--- src/rtl/seven_seg_pkg.sv ---
// seven_seg_pkg: shared constants for the multiplexed seven-segment scanner.
//   - Parameter defaults for digit count, slot length and blink period.
//   - Active-low 7-bit glyphs {g,f,e,d,c,b,a} for hex digits 0..F.
//   - SEG_BLANK: the all-off 8-bit segment pattern.
//   - disp_mode_e: meaning of the scanner's mode input.
package seven_seg_pkg;

   localparam int DEF_DIGITS       = 8;
   localparam int DEF_SCAN_DIV     = 50000;
   localparam int DEF_BLINK_FRAMES = 64;

   localparam logic [6:0] GLYPH_0 = 7'h40;
   localparam logic [6:0] GLYPH_1 = 7'h79;
   localparam logic [6:0] GLYPH_2 = 7'h24;
   localparam logic [6:0] GLYPH_3 = 7'h30;
   localparam logic [6:0] GLYPH_4 = 7'h19;
   localparam logic [6:0] GLYPH_5 = 7'h12;
   localparam logic [6:0] GLYPH_6 = 7'h02;
   localparam logic [6:0] GLYPH_7 = 7'h78;
   localparam logic [6:0] GLYPH_8 = 7'h00;
   localparam logic [6:0] GLYPH_9 = 7'h10;
   localparam logic [6:0] GLYPH_A = 7'h08;
   localparam logic [6:0] GLYPH_B = 7'h03;
   localparam logic [6:0] GLYPH_C = 7'h46;
   localparam logic [6:0] GLYPH_D = 7'h21;
   localparam logic [6:0] GLYPH_E = 7'h06;
   localparam logic [6:0] GLYPH_F = 7'h0E;

   // Glyph used for a leading zero that is blanked (decimal point kept separately).
   localparam logic [6:0] GLYPH_OFF = 7'h7F;
   localparam logic [7:0] SEG_BLANK = 8'hFF;

   typedef enum logic {
      MODE_HEX = 1'b0,
      MODE_RAW = 1'b1
   } disp_mode_e;

endpackage

--- src/rtl/hex7seg_dec.sv ---
// hex7seg_dec: combinational nibble to active-low seven-segment glyph.
//   nib_i   [3:0] hex value 0..F
//   glyph_o [6:0] active-low {g,f,e,d,c,b,a}
module hex7seg_dec
   import seven_seg_pkg::*;
(
   input  logic [3:0] nib_i,
   output logic [6:0] glyph_o
);

   always_comb begin
      glyph_o = GLYPH_8;
      case (nib_i)
         4'h0: glyph_o = GLYPH_0;
         4'h1: glyph_o = GLYPH_1;
         4'h2: glyph_o = GLYPH_2;
         4'h3: glyph_o = GLYPH_3;
         4'h4: glyph_o = GLYPH_4;
         4'h5: glyph_o = GLYPH_5;
         4'h6: glyph_o = GLYPH_6;
         4'h7: glyph_o = GLYPH_7;
         4'h8: glyph_o = GLYPH_8;
         4'h9: glyph_o = GLYPH_9;
         4'hA: glyph_o = GLYPH_A;
         4'hB: glyph_o = GLYPH_B;
         4'hC: glyph_o = GLYPH_C;
         4'hD: glyph_o = GLYPH_D;
         4'hE: glyph_o = GLYPH_E;
         default: glyph_o = GLYPH_F;
      endcase
   end

endmodule

--- src/rtl/seven_seg_scanner.sv ---
// seven_seg_scanner: time-multiplexed driver for DIGITS common-anode digits.
// Each digit owns a slot of SCAN_DIV clocks; the first clock of every slot
// blanks all anodes to avoid ghosting while segments change.
//
// Ports:
//   clk          system clock, rising edge
//   clr_n        asynchronous active-low reset
//   disp_num     hex nibbles, digit i = disp_num[4i+3:4i]        (staged)
//   seg_raw      raw active-low pattern, digit i = seg_raw[8i+7:8i] (staged)
//   dp           decimal point per digit, 1 = lit                (staged)
//   mode         0 = hex decode, 1 = raw pattern                 (live)
//   lz_en        leading-zero blanking in hex mode               (live)
//   blink_mask   digits to blink                                 (live)
//   load_req     one-cycle request to capture the staged inputs
//   load_ack     one-cycle pulse when captured data becomes visible
//   load_pend    captured data is waiting for the next frame wrap
//   SEGMENT      registered active-low {dp,g,f,e,d,c,b,a}
//   AN           registered active-low digit enables
//   frame_done   one-cycle pulse after each frame wrap
//
// Handshake: load_req is a single-cycle strobe that is always accepted; the
// staging register holds the latest request, load_pend stays high until the
// frame-wrap tick copies it to the display register, and load_ack pulses once
// in the cycle after that copy.
//
// Build option: define SEVEN_SEG_BLINK_EN to include the blink counter and
// blink masking; without it blink_mask is ignored.
module seven_seg_scanner
   import seven_seg_pkg::*;
#(
   parameter int DIGITS       = DEF_DIGITS,
   parameter int SCAN_DIV     = DEF_SCAN_DIV,
   parameter int BLINK_FRAMES = DEF_BLINK_FRAMES
)(
   input  logic                  clk,
   input  logic                  clr_n,
   input  logic [4*DIGITS-1:0]   disp_num,
   input  logic [8*DIGITS-1:0]   seg_raw,
   input  logic [DIGITS-1:0]     dp,
   input  logic                  mode,
   input  logic                  lz_en,
   input  logic [DIGITS-1:0]     blink_mask,
   input  logic                  load_req,
   output logic                  load_ack,
   output logic                  load_pend,
   output logic [7:0]            SEGMENT,
   output logic [DIGITS-1:0]     AN,
   output logic                  frame_done
);

   localparam int IW = $clog2(DIGITS);
   localparam int PW = $clog2(SCAN_DIV);
   localparam logic [IW-1:0]     IDX_LAST   = IW'(DIGITS - 1);
   localparam logic [PW-1:0]     PRESC_LAST = PW'(SCAN_DIV - 1);
   localparam logic [DIGITS-1:0] AN_ONE     = DIGITS'(1);

   logic [PW-1:0]       presc_q, presc_d;
   logic [IW-1:0]       idx_q, idx_d;
   logic [4*DIGITS-1:0] stg_num_q, dsp_num_q, dsp_num_d;
   logic [8*DIGITS-1:0] stg_raw_q, dsp_raw_q, dsp_raw_d;
   logic [DIGITS-1:0]   stg_dp_q, dsp_dp_q, dsp_dp_d;
   logic                pend_q, pend_d;
   logic                ack_q, fd_q;
   logic [7:0]          seg_q, seg_d;
   logic [DIGITS-1:0]   an_q, an_d;

   logic                tick, wrap, commit;
   logic [3:0]          nib;
   logic [7:0]          raw_byte;
   logic                dp_bit;
   logic                lz_hit;
   logic                zero_above;
   logic [6:0]          glyph;
   logic                blink_now;

   assign tick   = (presc_q == PRESC_LAST);
   assign wrap   = tick && (idx_q == IDX_LAST);
   assign commit = wrap && pend_q;

   // Timing and staging next state.
   always_comb begin
      presc_d = tick ? '0 : presc_q + 1'b1;
      idx_d   = idx_q;
      if (tick) begin
         idx_d = (idx_q == IDX_LAST) ? '0 : idx_q + 1'b1;
      end
      dsp_num_d = commit ? stg_num_q : dsp_num_q;
      dsp_raw_d = commit ? stg_raw_q : dsp_raw_q;
      dsp_dp_d  = commit ? stg_dp_q  : dsp_dp_q;
      // A request on the wrap tick wins over the clear: it waits a full frame.
      pend_d = load_req ? 1'b1 : (wrap ? 1'b0 : pend_q);
   end

   // Select the digit that will be on display next cycle. The pattern is
   // built from next-state values so SEGMENT always matches idx_q.
   // zero_above walks from the top digit down, so at digit i it says whether
   // every nibble at index >= i is zero.
   always_comb begin
      nib        = 4'h0;
      raw_byte   = 8'h00;
      dp_bit     = 1'b0;
      lz_hit     = 1'b0;
      zero_above = 1'b1;
      for (int i = DIGITS - 1; i >= 0; i--) begin
         zero_above = zero_above & (dsp_num_d[4*i +: 4] == 4'h0);
         if (idx_d == IW'(i)) begin
            nib      = dsp_num_d[4*i +: 4];
            raw_byte = dsp_raw_d[8*i +: 8];
            dp_bit   = dsp_dp_d[i];
            lz_hit   = zero_above && (i != 0);
         end
      end
   end

   hex7seg_dec u_dec (
      .nib_i   (nib),
      .glyph_o (glyph)
   );

`ifdef SEVEN_SEG_BLINK_EN
   localparam int BW = (BLINK_FRAMES > 1) ? $clog2(BLINK_FRAMES) : 1;
   localparam logic [BW-1:0] BCNT_LAST = BW'(BLINK_FRAMES - 1);

   logic [BW-1:0] bcnt_q, bcnt_d;
   logic          phase_q, phase_d;
   logic          mask_bit;

   // Phase flips after every BLINK_FRAMES frame wraps.
   always_comb begin
      bcnt_d  = bcnt_q;
      phase_d = phase_q;
      if (wrap) begin
         if (bcnt_q == BCNT_LAST) begin
            bcnt_d  = '0;
            phase_d = ~phase_q;
         end else begin
            bcnt_d = bcnt_q + 1'b1;
         end
      end
   end

   always_comb begin
      mask_bit = 1'b0;
      for (int i = 0; i < DIGITS; i++) begin
         if (idx_d == IW'(i)) mask_bit = blink_mask[i];
      end
   end

   assign blink_now = phase_d & mask_bit;

   always_ff @(posedge clk or negedge clr_n) begin
      if (!clr_n) begin
         bcnt_q  <= '0;
         phase_q <= 1'b0;
      end else begin
         bcnt_q  <= bcnt_d;
         phase_q <= phase_d;
      end
   end
`else
   localparam int unused_blink_frames = BLINK_FRAMES;
   logic unused_blink_mask;
   assign unused_blink_mask = ^blink_mask;
   assign blink_now = 1'b0;
`endif

   always_comb begin
      seg_d = SEG_BLANK;
      if (blink_now) begin
         seg_d = SEG_BLANK;
      end else if (mode == MODE_RAW) begin
         seg_d = raw_byte;
      end else begin
         seg_d = {~dp_bit, (lz_en && lz_hit) ? GLYPH_OFF : glyph};
      end
      // The cycle after a tick is the guard cycle of the new slot.
      an_d = tick ? '1 : ~(AN_ONE << idx_d);
   end

   always_ff @(posedge clk or negedge clr_n) begin
      if (!clr_n) begin
         presc_q   <= '0;
         idx_q     <= '0;
         stg_num_q <= '0;
         stg_raw_q <= '0;
         stg_dp_q  <= '0;
         dsp_num_q <= '0;
         dsp_raw_q <= '0;
         dsp_dp_q  <= '0;
         pend_q    <= 1'b0;
         ack_q     <= 1'b0;
         fd_q      <= 1'b0;
         seg_q     <= SEG_BLANK;
         an_q      <= '1;
      end else begin
         presc_q   <= presc_d;
         idx_q     <= idx_d;
         if (load_req) begin
            stg_num_q <= disp_num;
            stg_raw_q <= seg_raw;
            stg_dp_q  <= dp;
         end
         dsp_num_q <= dsp_num_d;
         dsp_raw_q <= dsp_raw_d;
         dsp_dp_q  <= dsp_dp_d;
         pend_q    <= pend_d;
         ack_q     <= commit;
         fd_q      <= wrap;
         seg_q     <= seg_d;
         an_q      <= an_d;
      end
   end

   assign load_ack   = ack_q;
   assign load_pend  = pend_q;
   assign SEGMENT    = seg_q;
   assign AN         = an_q;
   assign frame_done = fd_q;

endmodule

--- config.mk ---
export PLATFORM = sky130hd
export DESIGN_NAME = seven_seg_scanner
export DESIGN_NICKNAME = d
export VERILOG_FILES = /design/src/rtl/seven_seg_pkg.sv /design/src/rtl/hex7seg_dec.sv /design/src/rtl/seven_seg_scanner.sv
export SDC_FILE = /design/constraint.sdc
export NUM_CORES = 1
export LEC_CHECK = 0
export BUFFER_PORTS_ARGS = -buffer_cell sky130_fd_sc_hd__buf_4
export CAP_MARGIN = 20
export CORE_AREA = 2 2 181 183
export DETAILED_ROUTE_END_ITERATION = 8
export DIE_AREA = 0 0 183 185
export GPL_ROUTABILITY_DRIVEN = 0
export HOLD_SLACK_MARGIN = 0.15
export PLACE_DENSITY = 0.64
export SYNTH_ARGS = -nofsm -noshare
export SYNTH_HDL_FRONTEND = slang
export SYNTH_SLANG_ARGS = --single-unit
--- constraint.sdc ---
create_clock -name clk -period 7 [get_ports clk]
set_input_delay 0.7 -clock clk [delete_from_list [all_inputs] [get_ports clk]]
set_output_delay 0.7 -clock clk [all_outputs]
set_load 0.01 [all_outputs]
==> impl_metrics.prom, run 1 <==
# TYPE chip_impl_metric gauge
chip_impl_info{name="outcome",value="completed"} 1
chip_impl_metric{name="grt_pass1_vias",unit=""} 8079
chip_impl_metric{name="placed_wire_length_estimate_after_detailed_placement",unit="um"} 19800
chip_impl_metric{name="power.switching",unit="uW"} 691
chip_impl_metric{name="fin_area",unit="mm^2"} 0.0133
chip_impl_metric{name="dp_cells",unit=""} 1506
chip_impl_metric{name="antenna_violations_before_repair",unit=""} 0
chip_impl_metric{name="pin_count_of_the_biggest_net_entering_global_routing",unit=""} 134
chip_impl_metric{name="post_synth_instance_area",unit="mm^2"} 0.0111
chip_impl_info{name="critical-path-slowest-cell",value="and4_1"} 1
chip_impl_metric{name="final_setup_vio_count",unit=""} 0
chip_impl_info{name="postSynth.topFlopCell",value="dfrtp_1"} 1
chip_impl_metric{name="max_slew_margin",unit="%"} 29.9
chip_impl_metric{name="slowest_delay",unit="ns"} 0.94
chip_impl_metric{name="internal-power",unit="mW"} 2.54
chip_impl_metric{name="post_cts_setup_repair_bufs",unit=""} 0
chip_impl_metric{name="antenna_cells",unit=""} 0
chip_impl_metric{name="postRouteWirelength",unit="um"} 28600
chip_impl_metric{name="cts_sinks",unit=""} 246
chip_impl_metric{name="rows",unit=""} 66
chip_impl_info{name="most_frequent_cell_after_synthesis",value="nand2_1"} 1
chip_impl_metric{name="synth_sequential_area_ratio",unit="%"} 55.8
chip_impl_metric{name="worst_ep_required_time",unit="ns"} 7.47
chip_impl_metric{name="cp_max_fo",unit=""} 25
chip_impl_metric{name="num_io_pins",unit=""} 136
chip_impl_metric{name="syn-instance-count",unit=""} 1012
chip_impl_metric{name="fin_util",unit="%"} 41.6
chip_impl_metric{name="drt_pass1_iterations",unit=""} 7
chip_impl_metric{name="design.core.area",unit="mm^2"} 0.0320
chip_impl_metric{name="globalRoute.totalOverflow",unit=""} 0
chip_impl_metric{name="hold_ws",unit="ns"} 0.267
chip_impl_metric{name="synth_enable_flop_cells",unit=""} 0
chip_impl_metric{name="drt_drc_violations_left",unit=""} 0
chip_impl_metric{name="die_w",unit="um"} 183
chip_impl_info{name="min-delay-path-class",value="in2async"} 1
chip_impl_metric{name="hold_viol",unit=""} 0
chip_impl_metric{name="clock_skew",unit="ns"} 0.0147
chip_impl_metric{name="synth.avg_cell_area",unit="um^2"} 10.9
chip_impl_info{name="post-synth-top-area-cell",value="dfrtp_1"} 1
chip_impl_metric{name="postCtsResizedCells",unit=""} 0
chip_impl_metric{name="port_buffers",unit=""} 127
chip_impl_metric{name="global_route_wire_length_before_repair",unit="um"} 45200
chip_impl_metric{name="maxClockFrequency",unit="GHz"} 0.197
chip_impl_metric{name="dpl_worst_slack",unit="ns"} 1.98
chip_impl_metric{name="fin_nets",unit=""} 1254
chip_impl_metric{name="route.vias.total",unit=""} 8010
chip_impl_metric{name="net_count_after_synthesis",unit=""} 1139
chip_impl_metric{name="final-max-slew-violation-count",unit=""} 0
chip_impl_metric{name="maxcap_violations",unit=""} 0
chip_impl_metric{name="synth.distinct_cells",unit=""} 81
chip_impl_metric{name="cts_inserted_buffers",unit=""} 27
chip_impl_info{name="worstPathCellList",value="ha_1, and3_1, and4_1, buf_4, mux2i_1, a21oi_1, o32a_1, a2111oi_2, inv_1, ha_1, inv_1, o21ai_0, or3_1, and3_1"} 1
chip_impl_metric{name="share_seq_of_total_power",unit="%"} 47.5
chip_impl_metric{name="setup-tns-final",unit="ns"} 0
chip_impl_metric{name="vias_per_cell",unit=""} 5.15
chip_impl_metric{name="p_clk_share",unit="%"} 47.2
chip_impl_metric{name="start_util",unit="%"} 34.5
chip_impl_info{name="cts-root-buf",value="clkbuf_16"} 1
chip_impl_info{name="rsz_0062_raised_after_global_routing",value="no"} 1
chip_impl_metric{name="post_route_minimum_period",unit="ns"} 5.07
chip_impl_metric{name="routed_wire_length_per_instance",unit="um"} 18.4
chip_impl_metric{name="cts_buffer_depth",unit=""} 3
chip_impl_metric{name="fillers",unit=""} 3058
chip_impl_info{name="synthTopCellsByCount",value="nand2_1, dfrtp_1, mux2_2, clkbuf_1, mux2i_1"} 1
chip_impl_metric{name="pwr_density_cell",unit="mW/mm^2"} 242
chip_impl_metric{name="tot_gr_track_use",unit="%"} 16.9
chip_impl_metric{name="synth.ff_latch_count",unit=""} 246
chip_impl_metric{name="total_leakage_power",unit="nW"} 6.45
chip_impl_metric{name="synth_largest_type_area_fraction",unit="%"} 52.0
chip_impl_metric{name="clock_latency",unit="ns"} 0.54
chip_impl_metric{name="switching_share",unit="%"} 21.4
chip_impl_metric{name="die_area",unit="mm^2"} 0.0339
chip_impl_info{name="tritoncts",value="built"} 1
chip_impl_metric{name="placed_area",unit="mm^2"} 0.0124
chip_impl_info{name="critical_path.startpoint_type",value="register"} 1
chip_impl_info{name="crit_type",value="reg2reg"} 1
chip_impl_metric{name="yosysWarnings",unit=""} 0
chip_impl_metric{name="p_total",unit="mW"} 3.23
chip_impl_metric{name="comb_power_share",unit="%"} 5.3
chip_impl_metric{name="worst-endpoint-arrival",unit="ns"} 5.55
chip_impl_metric{name="post-route-worst-setup-slack",unit="ns"} 1.93
chip_impl_metric{name="die_h",unit="um"} 185
chip_impl_metric{name="detail_route.iter0.violations",unit=""} 523
chip_impl_metric{name="post_cts_hold_buffer_count",unit=""} 0
chip_impl_metric{name="drive_gt1_share",unit="%"} 28.9
chip_impl_metric{name="htree_levels",unit=""} 1
chip_impl_info{name="end_kind",value="register"} 1
chip_impl_info{name="ys_top_cells_by_area",value="dfrtp_1, mux2_2, nand2_1"} 1
chip_impl_metric{name="stdcell_count",unit=""} 1554
chip_impl_metric{name="antenna_left",unit=""} 0
chip_impl_metric{name="layout-area-overhead-vs-synth",unit="%"} 20.5
chip_impl_metric{name="worstMarginPinSlew",unit="ns"} 1.02
chip_impl_metric{name="synth_async_sr_flop_share",unit="%"} 100
chip_impl_metric{name="peakVddDrop",unit="mV"} 0.187
chip_impl_metric{name="final.period_utilization",unit="%"} 72.5
chip_impl_metric{name="clkTransAtPathRegs",unit="ns"} 0.06
==> layer usage <==
layer  vias up  part of all wire (%)  global-route usage (%)
li1       3762                     -                       -
met1      3980                    46                    23.6
met2       224                    47                    27.6
met3        44                   5.4                    2.85
met4         0                   2.3                    4.19
met5         -                     0                       0
==> critical path, delay by kind of cell (launching register included) <==
| kind | cells | cell delay [ns] |
|---|---|---|
| buf+inv | 3 | 0.64 |
| simple gates | 4 | 1.75 |
| mux | 1 | 0.68 |
| compound gates | 4 | 1.12 |
| fa+ha+maj | 2 | 0.46 |
| flops | 1 | 0.37 |
==> power groups by stage <==
stage,registers [mW],clock network (mW),logic (mW)
2_1_floorplan,1.54,0,0.0805
3_3_place_gp,1.56,0,0.172
3_5_place_dp,1.56,0,0.174
4_1_cts,1.53,1.56,0.175
5_1_grt,1.54,1.62,0.189
6_report,1.53,1.53,0.170
==> cells by family (layout without fill, tap and decap cells) <==
family | count (synthesis) | in the layout | share of synthesized area, %
XOR/XNOR | 14 | 14 | 1.11
multiplexers | 140 | 140 | 14.2
flip-flops | 246 | 246 | 55.8
buffers and inverters | 77 | 211 | 3.08
AO/OA/AOI/OAI | 131 | 131 | 8.65
adder cells (fa/ha/maj) | 10 | 10 | 1.13
AND/OR/NAND/NOR | 394 | 394 | 16.0
==> path summary, 6_finish.rpt <==
check	startpoint	endpoint	slack [ns]	cells past startpoint
hold / removal	clr_n	stg_raw_q[44]$_DFFE_PN0P_	0.27	1
hold reg to reg	dsp_raw_q[58]$_DFF_PN0_	dsp_raw_q[58]$_DFF_PN0_	0.46	2
setup / recovery	presc_q[0]$_DFF_PN0_	SEGMENT[3]$_DFF_PN1_	1.93	14
min in group clk	seg_raw[11]	stg_raw_q[11]$_DFFE_PN0P_	0.39	2
max in group asynchronous	clr_n	stg_num_q[31]$_DFFE_PN0P_	5.20	2
setup reg to reg	presc_q[0]$_DFF_PN0_	SEGMENT[3]$_DFF_PN1_	1.93	14
==> registers in the layout, summed over array words and instances (netlist names) <==
signal,count
dsp_raw_q,64
stg_raw_q,64
dsp_num_q,32
stg_num_q,32
presc_q,16
AN,8
SEGMENT,8
dsp_dp_q,8
stg_dp_q,8
idx_q,3
frame_done,1
load_ack,1
load_pend,1
==> layout by cell type, fill, tap and decap left out, types with 9 or more instances in the layout <==
master | synthesis | final
and3_1 | 12 | 12
nor4_1 | 13 | 13
dfrtp_1 | 230 | 230
ha_1 | 10 | 10
inv_1 | 25 | 25
dfstp_2 | 16 | 16
nand2_1 | 271 | 270
o21ai_0 | 23 | 23
xnor2_1 | 9 | 9
clkbuf_16 | 0 | 27
a21oi_1 | 22 | 22
buf_4 | 3 | 135
nand3_1 | 25 | 25
mux2i_1 | 26 | 26
nor2_1 | 24 | 24
mux2_2 | 110 | 110
==> final cells by class <==
class,instances,area [um^2],area share (%)
clock buffer,37,773,5.80
clock inverter,11,188,1.41
inverter,27,101,0.761
multi-input combinational,689,4550,34.1
sequential,246,6180,46.4
tap,408,510,3.83
timing repair buffer,136,1030,7.72
(Power assumes the default switching activity.)
==> inputs of run 2 (changes only) <==
==> constraint.sdc (replaced) <==
create_clock -name clk -period 5.15 [get_ports clk]
set_input_delay 0.515 -clock clk [delete_from_list [all_inputs] [get_ports clk]]
set_output_delay 0.515 -clock clk [all_outputs]
set_load 0.01 [all_outputs]
==> impl_metrics.prom, run 2 (synthesis gave the netlist of run 1 again) <==
# TYPE chip_impl_metric gauge
chip_impl_info{name="timing.critical_path.max_delay_family",value="simple AND/OR/NAND/NOR gates"} 1
chip_impl_metric{name="placed_area",unit="mm^2"} 0.0124
chip_impl_metric{name="global_route_wire_length_before_repair",unit="um"} 45500
chip_impl_metric{name="clock_skew",unit="ns"} 0.0118
chip_impl_metric{name="pwr_density_cell",unit="mW/mm^2"} 318
chip_impl_metric{name="tot_gr_track_use",unit="%"} 17.1
chip_impl_metric{name="placed_wire_length_estimate_after_detailed_placement",unit="um"} 20000
chip_impl_info{name="crit_type",value="reg2reg"} 1
chip_impl_info{name="timing.rr.end",value="SEGMENT[3]$_DFF_PN1_"} 1
chip_impl_metric{name="fillers",unit=""} 3067
chip_impl_metric{name="final-max-slew-violation-count",unit=""} 0
chip_impl_info{name="end_kind",value="register"} 1
chip_impl_metric{name="post_route_minimum_period",unit="ns"} 4.32
chip_impl_metric{name="slowest_delay",unit="ns"} 0.59
chip_impl_info{name="tritoncts",value="built"} 1
chip_impl_metric{name="worst-endpoint-arrival",unit="ns"} 4.80
chip_impl_metric{name="globalRoute.totalOverflow",unit=""} 0
chip_impl_metric{name="setup-tns-final",unit="ns"} 0
chip_impl_metric{name="pin_count_of_the_biggest_net_entering_global_routing",unit=""} 142
chip_impl_metric{name="drive_gt1_share",unit="%"} 28.9
chip_impl_metric{name="maxcap_violations",unit=""} 0
chip_impl_metric{name="total_leakage_power",unit="nW"} 6.47
chip_impl_metric{name="cp_max_fo",unit=""} 12
chip_impl_metric{name="cts_inserted_buffers",unit=""} 28
chip_impl_metric{name="peakVddDrop",unit="mV"} 0.246
chip_impl_metric{name="detail_route.iter0.violations",unit=""} 596
chip_impl_info{name="outcome",value="completed"} 1
chip_impl_metric{name="grt_pass1_vias",unit=""} 8200
chip_impl_metric{name="port_buffers",unit=""} 127
chip_impl_info{name="rsz_0062_raised_after_global_routing",value="no"} 1
chip_impl_info{name="critical_path.startpoint_type",value="register"} 1
chip_impl_metric{name="antenna_violations_before_repair",unit=""} 0
chip_impl_metric{name="min_path_cells",unit=""} 2
chip_impl_metric{name="start_util",unit="%"} 34.5
chip_impl_metric{name="worstMarginPinSlew",unit="ns"} 1.08
chip_impl_metric{name="drt_pass1_iterations",unit=""} 4
chip_impl_metric{name="dp_cells",unit=""} 1514
chip_impl_metric{name="cts_buffer_depth",unit=""} 3
chip_impl_metric{name="antenna_cells",unit=""} 0
chip_impl_metric{name="die_area",unit="mm^2"} 0.0339
chip_impl_metric{name="postRouteWirelength",unit="um"} 28600
chip_impl_metric{name="route.vias.total",unit=""} 8105
chip_impl_metric{name="postCtsResizedCells",unit=""} 0
chip_impl_metric{name="stdcell_count",unit=""} 1568
chip_impl_metric{name="drt_drc_violations_left",unit=""} 0
chip_impl_info{name="min-delay-path-class",value="in2reg"} 1
chip_impl_info{name="reg2reg_from",value="presc_q[0]$_DFF_PN0_"} 1
chip_impl_metric{name="max_slew_margin",unit="%"} 27.8
chip_impl_metric{name="design.core.area",unit="mm^2"} 0.0320
chip_impl_metric{name="crit_buf_inv",unit=""} 3
chip_impl_metric{name="post_cts_setup_repair_bufs",unit=""} 0
chip_impl_metric{name="hold_viol",unit=""} 0
chip_impl_metric{name="num_io_pins",unit=""} 136
chip_impl_metric{name="rows",unit=""} 66
chip_impl_metric{name="fin_area",unit="mm^2"} 0.0134
chip_impl_metric{name="die_w",unit="um"} 183
chip_impl_metric{name="post_cts_hold_buffer_count",unit=""} 2
chip_impl_info{name="critical-path-slowest-cell",value="and4_1"} 1
chip_impl_metric{name="clock_latency",unit="ns"} 0.55
chip_impl_metric{name="clkTransAtPathRegs",unit="ns"} 0.06
chip_impl_metric{name="cts_sinks",unit=""} 246
chip_impl_info{name="worst_hold_path.endpoint",value="stg_raw_q[35]$_DFFE_PN0P_"} 1
chip_impl_metric{name="final.period_utilization",unit="%"} 83.9
chip_impl_metric{name="worst_ep_required_time",unit="ns"} 5.63
chip_impl_metric{name="hold_ws",unit="ns"} 0.196
chip_impl_metric{name="register_to_register_path_setup_slack",unit="ns"} 0.83
chip_impl_metric{name="routed_wire_length_per_instance",unit="um"} 18.2
chip_impl_metric{name="htree_levels",unit=""} 1
chip_impl_info{name="cts-root-buf",value="clkbuf_16"} 1
chip_impl_metric{name="die_h",unit="um"} 185
chip_impl_info{name="most-common-layout-cells",value="nand2_1, dfrtp_1, buf_4, mux2_2, clkbuf_16"} 1
chip_impl_metric{name="vias_per_cell",unit=""} 5.17
chip_impl_metric{name="antenna_left",unit=""} 0
chip_impl_metric{name="maxClockFrequency",unit="GHz"} 0.232
chip_impl_metric{name="final_setup_vio_count",unit=""} 0
chip_impl_metric{name="fin_nets",unit=""} 1265
chip_impl_info{name="top_regs",value="dsp_raw_q: 64 flops, stg_raw_q: 64 flops"} 1
chip_impl_info{name="final_common_cell",value="nand2_1"} 1
chip_impl_info{name="worstPathCellList",value="ha_1, and3_1, and4_1, buf_4, mux2i_1, nand2b_1, o221ai_1, a211oi_2, inv_2, ha_1, inv_1, o21ai_0, or3_1, and3_1"} 1
chip_impl_metric{name="rr_worst_depth",unit=""} 14
chip_impl_metric{name="layout-area-overhead-vs-synth",unit="%"} 20.9
chip_impl_info{name="hold_start",value="seg_raw[35]"} 1
## run 2: final cells by class
class | count | area (um^2) | area share, %
multi-input cells | 689 | 4550 | 34.0
well taps | 408 | 510 | 3.82
inverters | 27 | 101 | 0.758
clock buffers | 46 | 828 | 6.20
repair buffers | 146 | 1130 | 8.48
clock inverters | 6 | 72.6 | 0.543
flip-flops and latches | 246 | 6180 | 46.2
## run 2: routing by layer
metal	vias up	wire length, um	global-route usage [%]
met1	4019	13000	24.0
li1	3783	-	-
met4	0	727	4.64
met5	-	0	0
met3	49	1740	3.07
met2	254	13100	27.2
## run 2: stage by stage
step                      setup WS, ns  power, mW  utilization [%]
after global placement           0.943       2.35             38.9
final                            0.831       4.25             41.7
after floorplan                   1.44       2.20                -
after detailed placement         0.863       2.35             38.9
after global routing             0.439       4.42             41.7
after CTS                        0.858       4.30             41.7
## run 2: worst max path at each step
stage                               startpoint                    to  slack (ns)  cells past startpoint
after floorplan             idx_q[0]$_DFF_PN0_  SEGMENT[3]$_DFF_PN1_        1.44                     16
after global placement    presc_q[0]$_DFF_PN0_  SEGMENT[3]$_DFF_PN1_        0.94                     14
after detailed placement  presc_q[0]$_DFF_PN0_  SEGMENT[3]$_DFF_PN1_        0.86                     14
after CTS                 presc_q[0]$_DFF_PN0_  SEGMENT[3]$_DFF_PN1_        0.86                     14
after global routing      presc_q[0]$_DFF_PN0_  SEGMENT[3]$_DFF_PN1_        0.44                     14
final                     presc_q[0]$_DFF_PN0_  SEGMENT[3]$_DFF_PN1_        0.83                     14
## run 2: power breakdown
part | internal [mW] | switching (mW)
Combinational | 0.137 | 0.0970
Clock | 1.14 | 0.787
Sequential | 2.02 | 0.0622
Total | 3.30 | 0.946
